--- src/rtl/game_pkg.sv ---
// Shared state codes, hint codes and default parameters for the guessing game.
package game_pkg;

    typedef enum logic [2:0] {
        S_IDLE  = 3'd0,
        S_GREET = 3'd1,
        S_LOAD  = 3'd2,
        S_LATCH = 3'd3,
        S_PLAY  = 3'd4,
        S_WIN   = 3'd5,
        S_LOSE  = 3'd6
    } state_t;

    localparam logic [1:0] HINT_NONE = 2'b00;
    localparam logic [1:0] HINT_HIGH = 2'b01;
    localparam logic [1:0] HINT_LOW  = 2'b10;
    localparam logic [1:0] HINT_EQ   = 2'b11;

    localparam int unsigned DEF_GUESS_W   = 7;
    localparam int unsigned DEF_ROUNDS    = 3;
    localparam int unsigned DEF_MAX_TRIES = 5;
    localparam int unsigned DEF_CLK_HZ    = 1000000;
    localparam int unsigned DEF_TIME_S    = 9;
    localparam int unsigned DEF_BEEP_CYC  = 200000;

    localparam int unsigned TIME_W = 4;

endpackage

--- src/rtl/game_ctrl_tick_gen.sv ---
// One-second tick generator; the first tick lands CLK_HZ cycles after clr drops.
module tick_gen
    import game_pkg::*;
#(
    parameter int unsigned CLK_HZ = DEF_CLK_HZ
) (
    input  logic clk,
    input  logic rst,
    input  logic clr,
    output logic tick
);

    localparam int unsigned CNT_W = (CLK_HZ > 1) ? $clog2(CLK_HZ) : 1;
    localparam logic [CNT_W-1:0] LAST  = CNT_W'(CLK_HZ - 1);
    // Counter restarts at 1 so the registered tick lines up with the CLK_HZ-th cycle.
    localparam logic [CNT_W-1:0] START = (CLK_HZ > 1) ? CNT_W'(1) : '0;

    logic [CNT_W-1:0] r_cnt;
    logic             r_tick;

    // Divider counter with registered tick pulse.
    always_ff @(posedge clk or negedge rst) begin
        if (!rst) begin
            r_cnt  <= '0;
            r_tick <= 1'b0;
        end else if (clr) begin
            r_cnt  <= START;
            r_tick <= (CLK_HZ == 1);
        end else if (r_cnt == LAST) begin
            r_cnt  <= '0;
            r_tick <= 1'b1;
        end else begin
            r_cnt  <= r_cnt + CNT_W'(1);
            r_tick <= 1'b0;
        end
    end

    assign tick = r_tick;

endmodule

--- src/rtl/game_ctrl.sv ---
// Number-guessing game controller: rounds, tries, countdown timer, hints and buzzer.
module game_ctrl
    import game_pkg::*;
#(
    parameter int unsigned GUESS_W   = DEF_GUESS_W,
    parameter int unsigned ROUNDS    = DEF_ROUNDS,
    parameter int unsigned MAX_TRIES = DEF_MAX_TRIES,
    parameter int unsigned CLK_HZ    = DEF_CLK_HZ,
    parameter int unsigned TIME_S    = DEF_TIME_S,
    parameter int unsigned BEEP_CYC  = DEF_BEEP_CYC
) (
    input  logic                          clk,
    input  logic                          rst,
    input  logic                          en,
    input  logic                          start,
    input  logic                          sure,
    input  logic [GUESS_W-1:0]            guess,
    input  logic [GUESS_W-1:0]            rand_num,
    output logic                          rand_st,
    output logic [2:0]                    state,
    output logic [$clog2(ROUNDS+1)-1:0]   round,
    output logic [$clog2(ROUNDS+1)-1:0]   score,
    output logic [3:0]                    time_left,
    output logic [1:0]                    hint,
    output logic                          beep,
    output logic                          win,
    output logic                          lose
);

    localparam int unsigned RND_W  = $clog2(ROUNDS + 1);
    localparam int unsigned TRY_W  = $clog2(MAX_TRIES + 1);
    localparam int unsigned BEEP_W = (BEEP_CYC > 1) ? $clog2(BEEP_CYC) : 1;

    localparam logic [RND_W-1:0]  LAST_RND  = RND_W'(ROUNDS - 1);
    localparam logic [TRY_W-1:0]  MAX_TRY   = TRY_W'(MAX_TRIES);
    localparam logic [BEEP_W-1:0] BEEP_LOAD = BEEP_W'(BEEP_CYC - 1);
    localparam logic [TIME_W-1:0] TIME_LOAD = TIME_W'(TIME_S);

    state_t              r_state, w_state_n;
    logic [RND_W-1:0]    r_round, w_round_n;
    logic [RND_W-1:0]    r_score, w_score_n;
    logic [TRY_W-1:0]    r_tries, w_tries_n;
    logic [TIME_W-1:0]   r_time,  w_time_n;
    logic [1:0]          r_hint,  w_hint_n;
    logic [GUESS_W-1:0]  r_target, w_target_n;
    logic                r_rand_st, r_win, r_lose;
    logic                r_beep;
    logic [BEEP_W-1:0]   r_beep_cnt;
    logic                w_beep_start, w_beep_kill;
    logic                w_tick, w_tick_clr;

    // Divider only runs while a round is being played.
    assign w_tick_clr = (r_state != S_PLAY);

    tick_gen #(
        .CLK_HZ (CLK_HZ)
    ) u_tick_gen (
        .clk  (clk),
        .rst  (rst),
        .clr  (w_tick_clr),
        .tick (w_tick)
    );

    // State and game-data registers.
    always_ff @(posedge clk or negedge rst) begin
        if (!rst) begin
            r_state   <= S_IDLE;
            r_round   <= '0;
            r_score   <= '0;
            r_tries   <= '0;
            r_time    <= '0;
            r_hint    <= HINT_NONE;
            r_target  <= '0;
            r_rand_st <= 1'b0;
            r_win     <= 1'b0;
            r_lose    <= 1'b0;
        end else begin
            r_state   <= w_state_n;
            r_round   <= w_round_n;
            r_score   <= w_score_n;
            r_tries   <= w_tries_n;
            r_time    <= w_time_n;
            r_hint    <= w_hint_n;
            r_target  <= w_target_n;
            r_rand_st <= (w_state_n == S_LOAD);
            r_win     <= (w_state_n == S_WIN);
            r_lose    <= (w_state_n == S_LOSE);
        end
    end

    // Next-state and data-path decisions; en=0 overrides everything at the end.
    always_comb begin
        w_state_n    = r_state;
        w_round_n    = r_round;
        w_score_n    = r_score;
        w_tries_n    = r_tries;
        w_time_n     = r_time;
        w_hint_n     = r_hint;
        w_target_n   = r_target;
        w_beep_start = 1'b0;
        w_beep_kill  = 1'b0;

        case (r_state)
            S_IDLE: begin
                if (en) w_state_n = S_GREET;
            end
            S_GREET: begin
                if (start) begin
                    w_state_n = S_LOAD;
                    w_round_n = '0;
                    w_score_n = '0;
                    w_hint_n  = HINT_NONE;
                end
            end
            S_LOAD: begin
                w_state_n = S_LATCH;
            end
            S_LATCH: begin
                w_target_n = rand_num;
                w_time_n   = TIME_LOAD;
                w_tries_n  = '0;
                w_state_n  = S_PLAY;
            end
            S_PLAY: begin
                // A submitted guess takes precedence over a coincident timeout.
                if (sure) begin
                    if (guess == r_target) begin
                        w_hint_n     = HINT_EQ;
                        w_score_n    = r_score + RND_W'(1);
                        w_beep_start = 1'b1;
                        if (r_round == LAST_RND) begin
                            w_state_n = S_WIN;
                        end else begin
                            w_round_n = r_round + RND_W'(1);
                            w_state_n = S_LOAD;
                        end
                    end else begin
                        w_hint_n  = (guess > r_target) ? HINT_HIGH : HINT_LOW;
                        w_tries_n = r_tries + TRY_W'(1);
                        if (w_tries_n == MAX_TRY) w_state_n = S_LOSE;
                    end
                end else if (w_tick) begin
                    w_time_n = r_time - TIME_W'(1);
                    if (r_time == TIME_W'(1)) w_state_n = S_LOSE;
                end
            end
            S_WIN, S_LOSE: begin
                if (start) begin
                    w_state_n   = S_GREET;
                    w_round_n   = '0;
                    w_score_n   = '0;
                    w_hint_n    = HINT_NONE;
                    w_tries_n   = '0;
                    w_beep_kill = 1'b1;
                end
            end
            default: begin
                w_state_n = S_IDLE;
            end
        endcase

        if ((w_state_n == S_LOSE) && (r_state != S_LOSE)) w_beep_start = 1'b1;

        if (!en) begin
            w_state_n    = S_IDLE;
            w_round_n    = '0;
            w_score_n    = '0;
            w_hint_n     = HINT_NONE;
            w_tries_n    = '0;
            w_beep_start = 1'b0;
            w_beep_kill  = 1'b1;
        end
    end

    // Buzzer: fixed-length pulse on triggers (retriggerable), square wave while in WIN.
    always_ff @(posedge clk or negedge rst) begin
        if (!rst) begin
            r_beep     <= 1'b0;
            r_beep_cnt <= '0;
        end else if (w_beep_kill) begin
            r_beep     <= 1'b0;
            r_beep_cnt <= '0;
        end else if (w_beep_start) begin
            r_beep     <= 1'b1;
            r_beep_cnt <= BEEP_LOAD;
        end else if (r_state == S_WIN) begin
            if (r_beep_cnt == '0) begin
                r_beep     <= ~r_beep;
                r_beep_cnt <= BEEP_LOAD;
            end else begin
                r_beep_cnt <= r_beep_cnt - BEEP_W'(1);
            end
        end else if (r_beep) begin
            if (r_beep_cnt == '0) begin
                r_beep <= 1'b0;
            end else begin
                r_beep_cnt <= r_beep_cnt - BEEP_W'(1);
            end
        end
    end

    assign state     = r_state;
    assign round     = r_round;
    assign score     = r_score;
    assign time_left = r_time;
    assign hint      = r_hint;
    assign rand_st   = r_rand_st;
    assign win       = r_win;
    assign lose      = r_lose;
    assign beep      = r_beep;

endmodule
--- config.mk ---
export PLATFORM = sky130hd
export DESIGN_NAME = game_ctrl
export DESIGN_NICKNAME = d
export VERILOG_FILES = /design/src/rtl/game_pkg.sv /design/src/rtl/game_ctrl_tick_gen.sv /design/src/rtl/game_ctrl.sv
export SDC_FILE = /design/constraint.sdc
export NUM_CORES = 1
export LEC_CHECK = 0
export BUFFER_PORTS_ARGS = -buffer_cell sky130_fd_sc_hd__buf_4
export CORE_ASPECT_RATIO = 2
export CORE_MARGIN = 2
export CORE_UTILIZATION = 45
export DETAILED_ROUTE_END_ITERATION = 8
export PLACE_DENSITY = 0.78
export SLEW_MARGIN = 20
export SYNTH_ARGS = -nofsm -noshare
export SYNTH_HDL_FRONTEND = slang
export SYNTH_SLANG_ARGS = --single-unit
--- constraint.sdc ---
create_clock -name clk -period 2.84 [get_ports clk]
set_input_delay 0.142 -clock clk [delete_from_list [all_inputs] [get_ports clk]]
set_output_delay 0.142 -clock clk [all_outputs]
set_load 0.1 [all_outputs]
==> results of run 1 <==
==> synth_stat cells (all sizes together), types with 2 or more instances <==
library cell / instances / area share
o31a: 2 / 0.0049
a41oi: 2 / 0.0049
ha: 14 / 0.049
nor4: 7 / 0.016
o21a: 4 / 0.0083
buf: 3 / 0.0066
a21o: 7 / 0.015
nor3: 13 / 0.018
o21ai: 24 / 0.034
xor2: 15 / 0.036
dfrtp: 66 / 0.46
or3b: 3 / 0.0073
a21oi: 17 / 0.024
o41ai: 4 / 0.0097
nor2: 46 / 0.048
nand4b: 2 / 0.0049
or3: 9 / 0.016
or2: 3 / 0.0052
and3: 6 / 0.010
and4: 2 / 0.0049
o22ai: 2 / 0.0035
or4: 2 / 0.0052
nor2b: 6 / 0.010
nand3: 15 / 0.021
nand4: 3 / 0.0052
nand2b: 4 / 0.0069
clkbuf: 8 / 0.0083
o31ai: 3 / 0.0063
nand2: 42 / 0.044
inv: 26 / 0.027
xnor2: 13 / 0.032
and2: 4 / 0.0069
a22o: 2 / 0.0049
==> sequential cells by signal (all words and copies together), names as in the netlist <==
name,cells
r_tries,3
lose,1
time_left,4
r_beep_cnt,18
beep,1
u_tick_gen.tick,1
round,2
state,3
u_tick_gen.r_cnt,20
win,1
score,2
rand_st,1
hint,2
r_target,7
==> worst reg2reg max path, stage by stage, from the launching register on <==
cell and delay, ps:
dfrtp_1 400, inv_1 70, ha_2 180, or3b_4 390
or3_4 350, or4_4 550, o21ai_4 180, and3_4 240
buf_6 110, nor2_2 40, a22o_1 210
==> power by group <==
group | internal, mW | switching, mW | leakage [nW]
sequential | 1.04 | 0.0663 | 0.869
clock | 0.785 | 0.393 | 0.162
combinational | 0.263 | 0.448 | 0.983
total | 2.09 | 0.908 | 2.01
==> placed cells by master, fill, tap and decap left out, types with 5 or more instances in the layout <==
master and n:
a21o_1 7, a21oi_1 15, and3_1 5, buf_4 44
clkbuf_16 9, dfrtp_1 59, dfrtp_2 7, ha_1 13
inv_1 26, nand2_1 41, nand3_1 14, nor2_1 44
nor2b_1 5, nor3_1 13, nor4_1 6, o21ai_0 22
or3_1 8, xnor2_1 13, xor2_1 15
==> worst max path at each step <==
stage,slack [ps],cells after the start,endpoint
detailed placement,20,10,r_beep_cnt[1]
global route,-50,10,r_beep_cnt[11]
global placement,100,10,r_beep_cnt[1]
floorplan,7,10,r_beep_cnt[4]
finish,20,10,r_beep_cnt[0]
CTS,10,10,r_beep_cnt[1]
==> timing repair <==
action,in CTS,in global routing
buffers inserted,0,4
hold buffers,1,0
resized for setup,0,20
endpoints found under the setup margin,0,15
hold endpoints to repair,66,0
==> area by class of cell <==
class,instances,area share
multi-input cells,290,0.421
flip-flops and latches,66,0.373
repair buffers,49,0.0852
clock buffers,10,0.0537
well taps,96,0.0270
inverters,26,0.0219
clock inverters,6,0.0180
==> cell families (layout without fill, tap and decap cells) <==
| logic type | count (synthesis) | in the layout | share of synthesized area |
|---|---|---|---|
| fa+ha+maj | 14 | 14 | 0.0486 |
| flops | 66 | 66 | 0.459 |
| xor+xnor | 28 | 28 | 0.0681 |
| compound gates | 75 | 75 | 0.136 |
| mux | 1 | 1 | 0.00313 |
| simple gates | 172 | 172 | 0.244 |
| buf+inv | 37 | 91 | 0.0420 |
==> metrics by stage <==
step           total power, mW  TNS, ps
4_1_cts                   2.98        0
3_5_place_dp              1.79        0
5_1_grt                   3.14     -309
3_3_place_gp              1.76        0
2_1_floorplan             1.61        0
6_report                  2.99        0
==> metal layers <==
| layer | vias to the layer above | wire length, µm | track usage |
|---|---|---|---|
| met2 | 80 | 3660 | 0.296 |
| li1 | 1469 | - | - |
| met5 | - | 0 | 0 |
| met3 | 8 | 381 | 0.0479 |
| met4 | 0 | 123 | 0.0780 |
| met1 | 1415 | 3420 | 0.252 |
==> results.toml, run 1 <==
[die]
rows = 46
floorplan.initialDensity = 0.460
fp.dieW_um = 67.3
ios = 36
dieHeight_um = 131
die-area_um2 = 8780
coreArea_um2 = 7830

[worst_setup_path]
critical_path_class = "flop to flop"
rr_worst_depth = 10
arrival_ps = 3040
r2r-end = "r_beep_cnt[0]"
crit_buf_inv = 2
r2r_slack_ps = 20
end_kind = "flop"
crit_family = "simple AND/OR/NAND/NOR gates"
required_ps = 3060
cp_max_fo = 4
r2r-start = "r_beep_cnt[1]"
crit_slowest_cell = "or4_4"
max_stage_delay_ps = 540
startpoint_type = "flop"
critPathLaunch = "r_beep_cnt[1]"
path_cells = "inv_1 > ha_2 > or3b_4 > or3_4 > or4_4 > o21ai_4 > and3_4 > buf_6 > nor2_2 > a22o_1"

[detailed_routing]
drt_pass1_iterations = 5
wire_per_inst_um = 14.0
ant_nets = 0
drt_iter0_drc = 171
viasPerCell = 5.47
vias = 2972
wl_um = 7580
drc_errors = 0

[sta]
period_share = 0.993
min_period_ps = 2820
timing.hold.ws_ps = 14.8
hold_violations = 0
rsz0062_at_grt = "true"
fmax_mhz = 355
setup_viol = 0
drv_slew = 0
relSlewSlack = 0.456
clock_skew_ps = 5.31
setup_slack_ps = 19.1
worst_pin_slew_ps = 816

[min_path]
whs_path_depth = 3
hold_path_class = "input port to flop"
holdPathEnd = "r_target[0]"
hp-start = "rand_num[0]"

[finish]
final_area_um2 = 4450
final_cells = 543
fin_util = 0.569
drive_above_1_share = 0.221
syn2layout_area_growth_pct = 23.6
diodes = 0
multi_input_area_um2 = 1870
n_fill_cell = 696
fin_nets = 475
regArea_um2 = 1660

[clocking]
cts_sinks = 66
cts.clk_slew.worst_paths_ps = 50
cts-htree-levels = 3
numCtsBuffers = 9
clockBufferDepth = 2
insertion_delay_ps = 330
cts_root_buffer = "clkbuf_16"
cts_tree = "done"

[global_routing]
gr-total-overflow = 0
grt.total_usage = 0.190
grt_pass1_vias = 2827
grt_pass1_wl_um = 12800
grt_max_degree = 67
antenna_found_initial = 0

[place]
place_area_um2 = 4000
placed_cells = 521
pre_cts_ws_ps = 19.1
gp_congestion = 0.817
dp_hpwl_um = 5200
io_buffers = 35

[power_and_ir_drop]
p_per_area_nw_per_um2 = 673
vdd_ir_drop_max_mv = 0.800
p_leak_nw = 2.01

[yosys]
synth-edff-count = 0
syn_area_per_cell_um2 = 9.16
yosysSeqAreaShare = 0.459
syn_area_um2 = 3600
async_flop_share = 1.00
yosys_warnings = 0
synth_fp_nets = 426
synth_ff_type = "dfrtp_1"
netlist_instances = 393
ys_types = 54
ys_ff_latch = 66

[outcome]
outcome = "finished clean"

[flow_run]
maxCapViolCount = 0
No activity file was read; power rests on OpenSTA's default activity.
==> run 2: changes to the inputs <==
Settings changed: PLACE_DENSITY 0.78 to 0.76, REMOVE_ABC_BUFFERS set to 1.
Clock period 2.84 ns to 3.64 ns, I/O delays scaled along.
==> run 2 against run 1 <==
Worst setup slack improved by 660 ps. Sequential power down 22%. Flip-flop and latch count is the same. Cell count shrank 2.2%. Sequential share of layout area rose by 1.7 points. Core utilization is 2.8 points lower. Clock power decreased by 32%. Via count shrank 2.8%. Register-to-register slack improved by 660 ps. Wire length fell by 4.5%. Final area shrank 4.9%. Critical path type unchanged. Critical endpoint is now r_beep_cnt[1]. Largest power group is now registers.
==> results.toml, run 2 (synthesis results as in run 1) <==
[detailed_routing]
viasPerCell = 5.44
drt_iter0_drc = 95
ant_nets = 0
vias = 2888
wire_per_inst_um = 13.6
drt_pass1_iterations = 4
drc_errors = 0
wl_um = 7240

[min_path]
hold_path_class = "input port to flop"

[place]
pre_cts_ws_ps = 705
placed_cells = 514
io_buffers = 35
dp_hpwl_um = 5050
gp_congestion = 0.808

[die]
ios = 36
fp.dieW_um = 67.3
rows = 46
die-area_um2 = 8780
dieHeight_um = 131
coreArea_um2 = 7830
floorplan.initialDensity = 0.460

[global_routing]
grt_pass1_wl_um = 12400
gr-total-overflow = 0
grt_pass1_vias = 2707
grt.total_usage = 0.184
grt_max_degree = 67
antenna_found_initial = 0

[power_and_ir_drop]
vdd_ir_drop_max_mv = 0.353
power_frac_comb = 0.236
pwr-share-seq = 0.395
netSwitchingFraction = 0.308
switchingPower_mw = 0.672
power_frac_clock = 0.369
p_per_area_nw_per_um2 = 515
p_int_mw = 1.51
p_leak_nw = 1.93

[clocking]
numCtsBuffers = 9
cts.clk_slew.worst_paths_ps = 50
cts_root_buffer = "clkbuf_16"
insertion_delay_ps = 330
cts_tree = "done"
cts-htree-levels = 3
clockBufferDepth = 2
cts_sinks = 66

[finish]
n_fill_cell = 733
top_regs = "u_tick_gen.r_cnt: 20 flops, r_beep_cnt: 18 flops, r_target: 7 flops"
fin_nets = 463
syn2layout_area_growth_pct = 17.5
diodes = 0
layout_common_cells = "dfrtp_1 (66), nor2_1 (46), nand2_1 (42)"
regArea_um2 = 1650
multi_input_area_um2 = 1800
drive_above_1_share = 0.143
final_cells = 531
largest_reg_flops = 20
regMostFlops = "u_tick_gen.r_cnt"
fin_util = 0.541
layout_commonest_cell = "dfrtp_1"

[worst_setup_path]
end_kind = "flop"
arrival_ps = 3180
critical_path_class = "flop to flop"
startpoint_type = "flop"
cp_max_fo = 14
required_ps = 3850

[sta]
setup_viol = 0
period_share = 0.814
final.setup.tns_ps = 0
relSlewSlack = 0.463
hold_violations = 0
rsz0062_at_grt = "false"
min_period_ps = 2960
worst_pin_slew_ps = 806
drv_slew = 0
fmax_mhz = 338
setup_slack_ps = 678
clock_skew_ps = 4.67

[flow_run]
maxCapViolCount = 0

[outcome]
outcome = "finished clean"
-- run 2: cell types whose count changed in the layout (fill, tap and decap cells not counted), sizes merged --
| cell | change |
|---|---|
| buf | -12 |
| clkbuf | +4 |
| bufinv | -2 |
| clkinv | -2 |
-- run 2: cell type report --
cell class / count / area share
multi-input cells: 290 / 0.425
flip-flops and latches: 66 / 0.390
repair buffers: 37 / 0.0662
clock buffers: 14 / 0.0648
well taps: 96 / 0.0284
inverters: 26 / 0.0231
clock inverters: 2 / 0.00237
-- run 2: critical path: stages (launching register included) --
cell,delay [ps]
dfrtp_1,390
inv_1,60
ha_1,170
or3b_1,380
or3_1,360
or4_4,480
o21ai_2,170
and3_1,490
nor2_1,110
a22o_1,230
-- run 2: power by group through the flow --
| stage | combinational [mW] | sequential [mW] | clock [mW] |
|---|---|---|---|
| 2_1_floorplan | 0.277 | 0.971 | 0 |
| 3_3_place_gp | 0.500 | 0.869 | 0 |
| 3_5_place_dp | 0.514 | 0.872 | 0 |
| 4_1_cts | 0.520 | 0.859 | 0.825 |
| 5_1_grt | 0.571 | 0.870 | 0.850 |
| 6_report | 0.514 | 0.861 | 0.803 |
-- run 2: repair_timing --
| item | 4_1_cts | 5_1_grt |
|---|---|---|
| gates resized for setup | 0 | 0 |
| endpoints found under the hold margin | 66 | 0 |
| hold buffers | 1 | 0 |
| buffers inserted | 0 | 0 |
-- run 2: metrics by stage --
step	area (µm²)	total power [mW]	hold slack (ps)
floorplan	3550	1.25	-114
global placement	3940	1.37	333
detailed placement	3940	1.39	330
CTS	4230	2.20	53.0
global route	4230	2.29	76.1
finish	4230	2.18	61.1
-- run 2: routing by layer --
metal  track usage  wire, µm  up-vias
li1              -         -     1440
met1         0.249      3510     1363
met5             0         0        -
met4        0.0828       142        0
met3        0.0454       368       12
met2         0.278      3220       73
-- run 2: path summary, 6_finish.rpt --
path	start	endpoint	slack (ps)	cells past startpoint
worst max-delay path	r_beep_cnt[0]	r_beep_cnt[1]	680	9
worst min-delay path	rand_num[0]	r_target[0]	60	3
max in group asynchronous	rst	r_beep_cnt[6]	2620	2
min in group asynchronous	rst	u_tick_gen.r_cnt[7]	490	2
worst max register to register	r_beep_cnt[0]	r_beep_cnt[1]	680	9
worst min register to register	r_target[0]	r_target[0]	490	2
==> run 3: changes to the inputs <==
Settings changed: ABC_AREA set to 1, PLACE_DENSITY 0.76 to 0.78.
Clock period 3.64 ns to 2.52 ns, I/O delays scaled along.
==> run 3 against run 2 <==
Worst setup slack got worse by 320 ps. Count of clock-buffer cells in the layout is 3 lower. Final area increased by 9.3%. Die area is 7.9% higher. Total power grew 81%. Synthesized cell count increased by 32%. Sequential share of layout area shrank 3.3 points. Cell count up 26%. Non-clock buffer count rose by 4. Critical path type unchanged. Highest routed layer unchanged.
==> results.toml, run 3 <==
[outcome]
outcome = "finished clean"

[power_and_ir_drop]
p_per_area_nw_per_um2 = 851
p_leak_nw = 2.35
power_frac_comb = 0.333
netSwitchingFraction = 0.377
power_mw = 3.93
vdd_ir_drop_max_mv = 0.741
pwr-share-seq = 0.325
power_frac_clock = 0.342
p_int_mw = 2.45
switchingPower_mw = 1.48

[finish]
regMostFlops = "u_tick_gen.r_cnt"
regArea_um2 = 1650
diodes = 0
layout_commonest_cell = "nand2_1"
multi_input_area_um2 = 1940
fin_nets = 596
top_regs = "u_tick_gen.r_cnt: 20 flops, r_beep_cnt: 18 flops, r_target: 7 flops"
fin_util = 0.542
layout_common_cells = "nand2_1 (144), dfrtp_1 (66), inv_1 (65)"
final_cells = 668
n_fill_cell = 805
largest_reg_flops = 20
drive_above_1_share = 0.134
syn2layout_area_growth_pct = 18.5

[yosys]
async_flop_share = 1.00
yosysSeqAreaShare = 0.423
ys_ff_latch = 66
synth-edff-count = 0
syn_area_per_cell_um2 = 7.53
synthAdderAreaFrac = 0.0449
synth.most_common_cell = "nand2_1"
yosys.area_share.simple = 0.303
synth_top_area_frac = 0.423
syn_area_um2 = 3900
yosys_warnings = 0
synthTopCellsByCount = "nand2_1 (145), dfrtp_1 (66), inv_1 (65), nor2_1 (59), a21oi_1 (25)"
synth_compound_area_frac = 0.0998
synth_xor_area_frac = 0.0494
synth_ff_type = "dfrtp_1"
synth_top_family_by_area = "simple AND/OR/NAND/NOR gates"
synthMuxAreaShare = 0
synth_area_leaders = "dfrtp_1 (42%), nand2_1 (14%), inv_1 (6.3%)"
ys_types = 38
netlist_instances = 518
synth_area_leader_cell = "dfrtp_1"

[sta]
rsz0062_at_grt = "false"
min_period_ps = 2160
drv_slew = 0
clock_skew_ps = 4.68
setup_viol = 0
hold_violations = 0
relSlewSlack = 0.437
final.setup.tns_ps = 0
period_share = 0.856
worst_pin_slew_ps = 845
fmax_mhz = 463
timing.hold.ws_ps = 2.92

[global_routing]
grt_pass1_wl_um = 16300
grt.total_usage = 0.216
gr-total-overflow = 0
grt_pass1_vias = 3555
grt_max_degree = 67
antenna_found_initial = 0

[worst_setup_path]
critPathLaunch = "r_target[6]"
required_ps = 2800
r2r-end = "r_beep_cnt[11]"
cp_max_fo = 11
arrival_ps = 2440
end_kind = "flop"
endpoint = "r_beep_cnt[11]"
r2r_slack_ps = 360
critical_path_class = "flop to flop"
rr_worst_depth = 12
startpoint_type = "flop"
r2r-start = "r_target[6]"

[clocking]
cts_root_buffer = "clkbuf_16"
clockBufferDepth = 2
cts_tree = "done"
cts_setup_buffers = 0
numCtsBuffers = 9
cts-htree-levels = 3
cts_sinks = 66
insertion_delay_ps = 340
cts.clk_slew.worst_paths_ps = 60

[detailed_routing]
wl_um = 9190
vias = 3467
drc_errors = 0
wire_per_inst_um = 13.8
viasPerCell = 5.19
drt_iter0_drc = 279
drt_pass1_iterations = 4
ant_nets = 0

[place]
placed_cells = 650
io_buffers = 35
gp_congestion = 0.902
dp_hpwl_um = 6740

[die]
fp.dieW_um = 69.8
coreArea_um2 = 8530
die-area_um2 = 9470
dieHeight_um = 136
floorplan.initialDensity = 0.457
ios = 36
rows = 48

[min_path]
hold_path_class = "input port to flop"

[flow_run]
maxCapViolCount = 0
==> run 3: cell count changes after synthesis, moves of 8 or more <==
cell | previous run | this run
a21oi_1 | 17 | 25
nor2_1 | 46 | 59
or3_1 | 9 | 0
nand2_1 | 42 | 145
inv_1 | 26 | 65
inv_2 | 0 | 8
==> run 3: how the worst min path moves through the flow <==
| stage | to | cells after the start | slack (ps) | from |
|---|---|---|---|---|
| 2_1_floorplan | beep | 0 | -170 | rst |
| 3_3_place_gp | r_target[3] | 1 | 280 | rst |
| 3_5_place_dp | r_target[4] | 1 | 290 | rst |
| 4_1_cts | r_target[1] | 3 | 2 | rand_num[1] |
| 5_1_grt | r_target[1] | 3 | 30 | rand_num[1] |
| 6_report | r_target[1] | 3 | 3 | rand_num[1] |
==> run 3: logic make-up (layout without fill, tap and decap cells) <==
group | count (synthesis) | count (layout)
adders and majority gates | 14 | 14
xor gates and xnor gates | 22 | 22
and+or+nand+nor | 267 | 267
AOI/OAI and AO/OA | 69 | 69
buffers and inverters | 80 | 130
DFF | 66 | 66
==> run 3: final cells by class <==
cell class / instances / share of cell area
Timing Repair Buffer: 41 / 0.0677
Tap cell: 100 / 0.0271
Sequential cell: 66 / 0.357
Clock buffer: 11 / 0.0525
Multi-Input combinational cell: 372 / 0.419
Inverter: 73 / 0.0593
Clock inverter: 5 / 0.0168
==> run 3: per-layer routing <==
layer  part of all wire  track usage  vias to the layer above
li1                   -            -                     1754
met1               0.39        0.239                     1640
met2               0.56        0.396                       56
met3              0.031       0.0417                       17
met4              0.024       0.0929                        0
met5                  0            0                        -
==> run 3: power groups by stage <==
stage | registers [mW] | clock network, mW | logic [mW]
2_1_floorplan | 1.70 | 0 | 0.584
3_3_place_gp | 1.29 | 0 | 1.27
3_5_place_dp | 1.30 | 0 | 1.30
4_1_cts | 1.28 | 1.37 | 1.31
5_1_grt | 1.30 | 1.42 | 1.45
6_report | 1.28 | 1.35 | 1.31
==> run 3: through the flow <==
| step | setup WS [ps] | instance area [µm²] |
|---|---|---|
| after global routing | 64.7 | 4620 |
| after CTS | 288 | 4620 |
| after floorplan | -162 | 3860 |
| final | 362 | 4620 |
| after global placement | 393 | 4280 |
| after detailed placement | 308 | 4280 |
==> run 3: what timing repair did <==
item | CTS | global route
gates resized for setup | 0 | 1
hold buffers | 2 | 0
hold endpoints to repair | 67 | 0
setup endpoints to repair | 0 | 8
==> run 3: worst max-delay path, cell delays in order (launching register included) <==
cell and delay (ps):
dfrtp_1 330, inv_1 50, ha_1 290, nand2_1 60
nor2_1 160, nand3_1 160, o211ai_1 210, nand2_1 120
nand3_2 130, nand3b_4 160, nor2_4 260, nand2_1 90
nand2_1 80
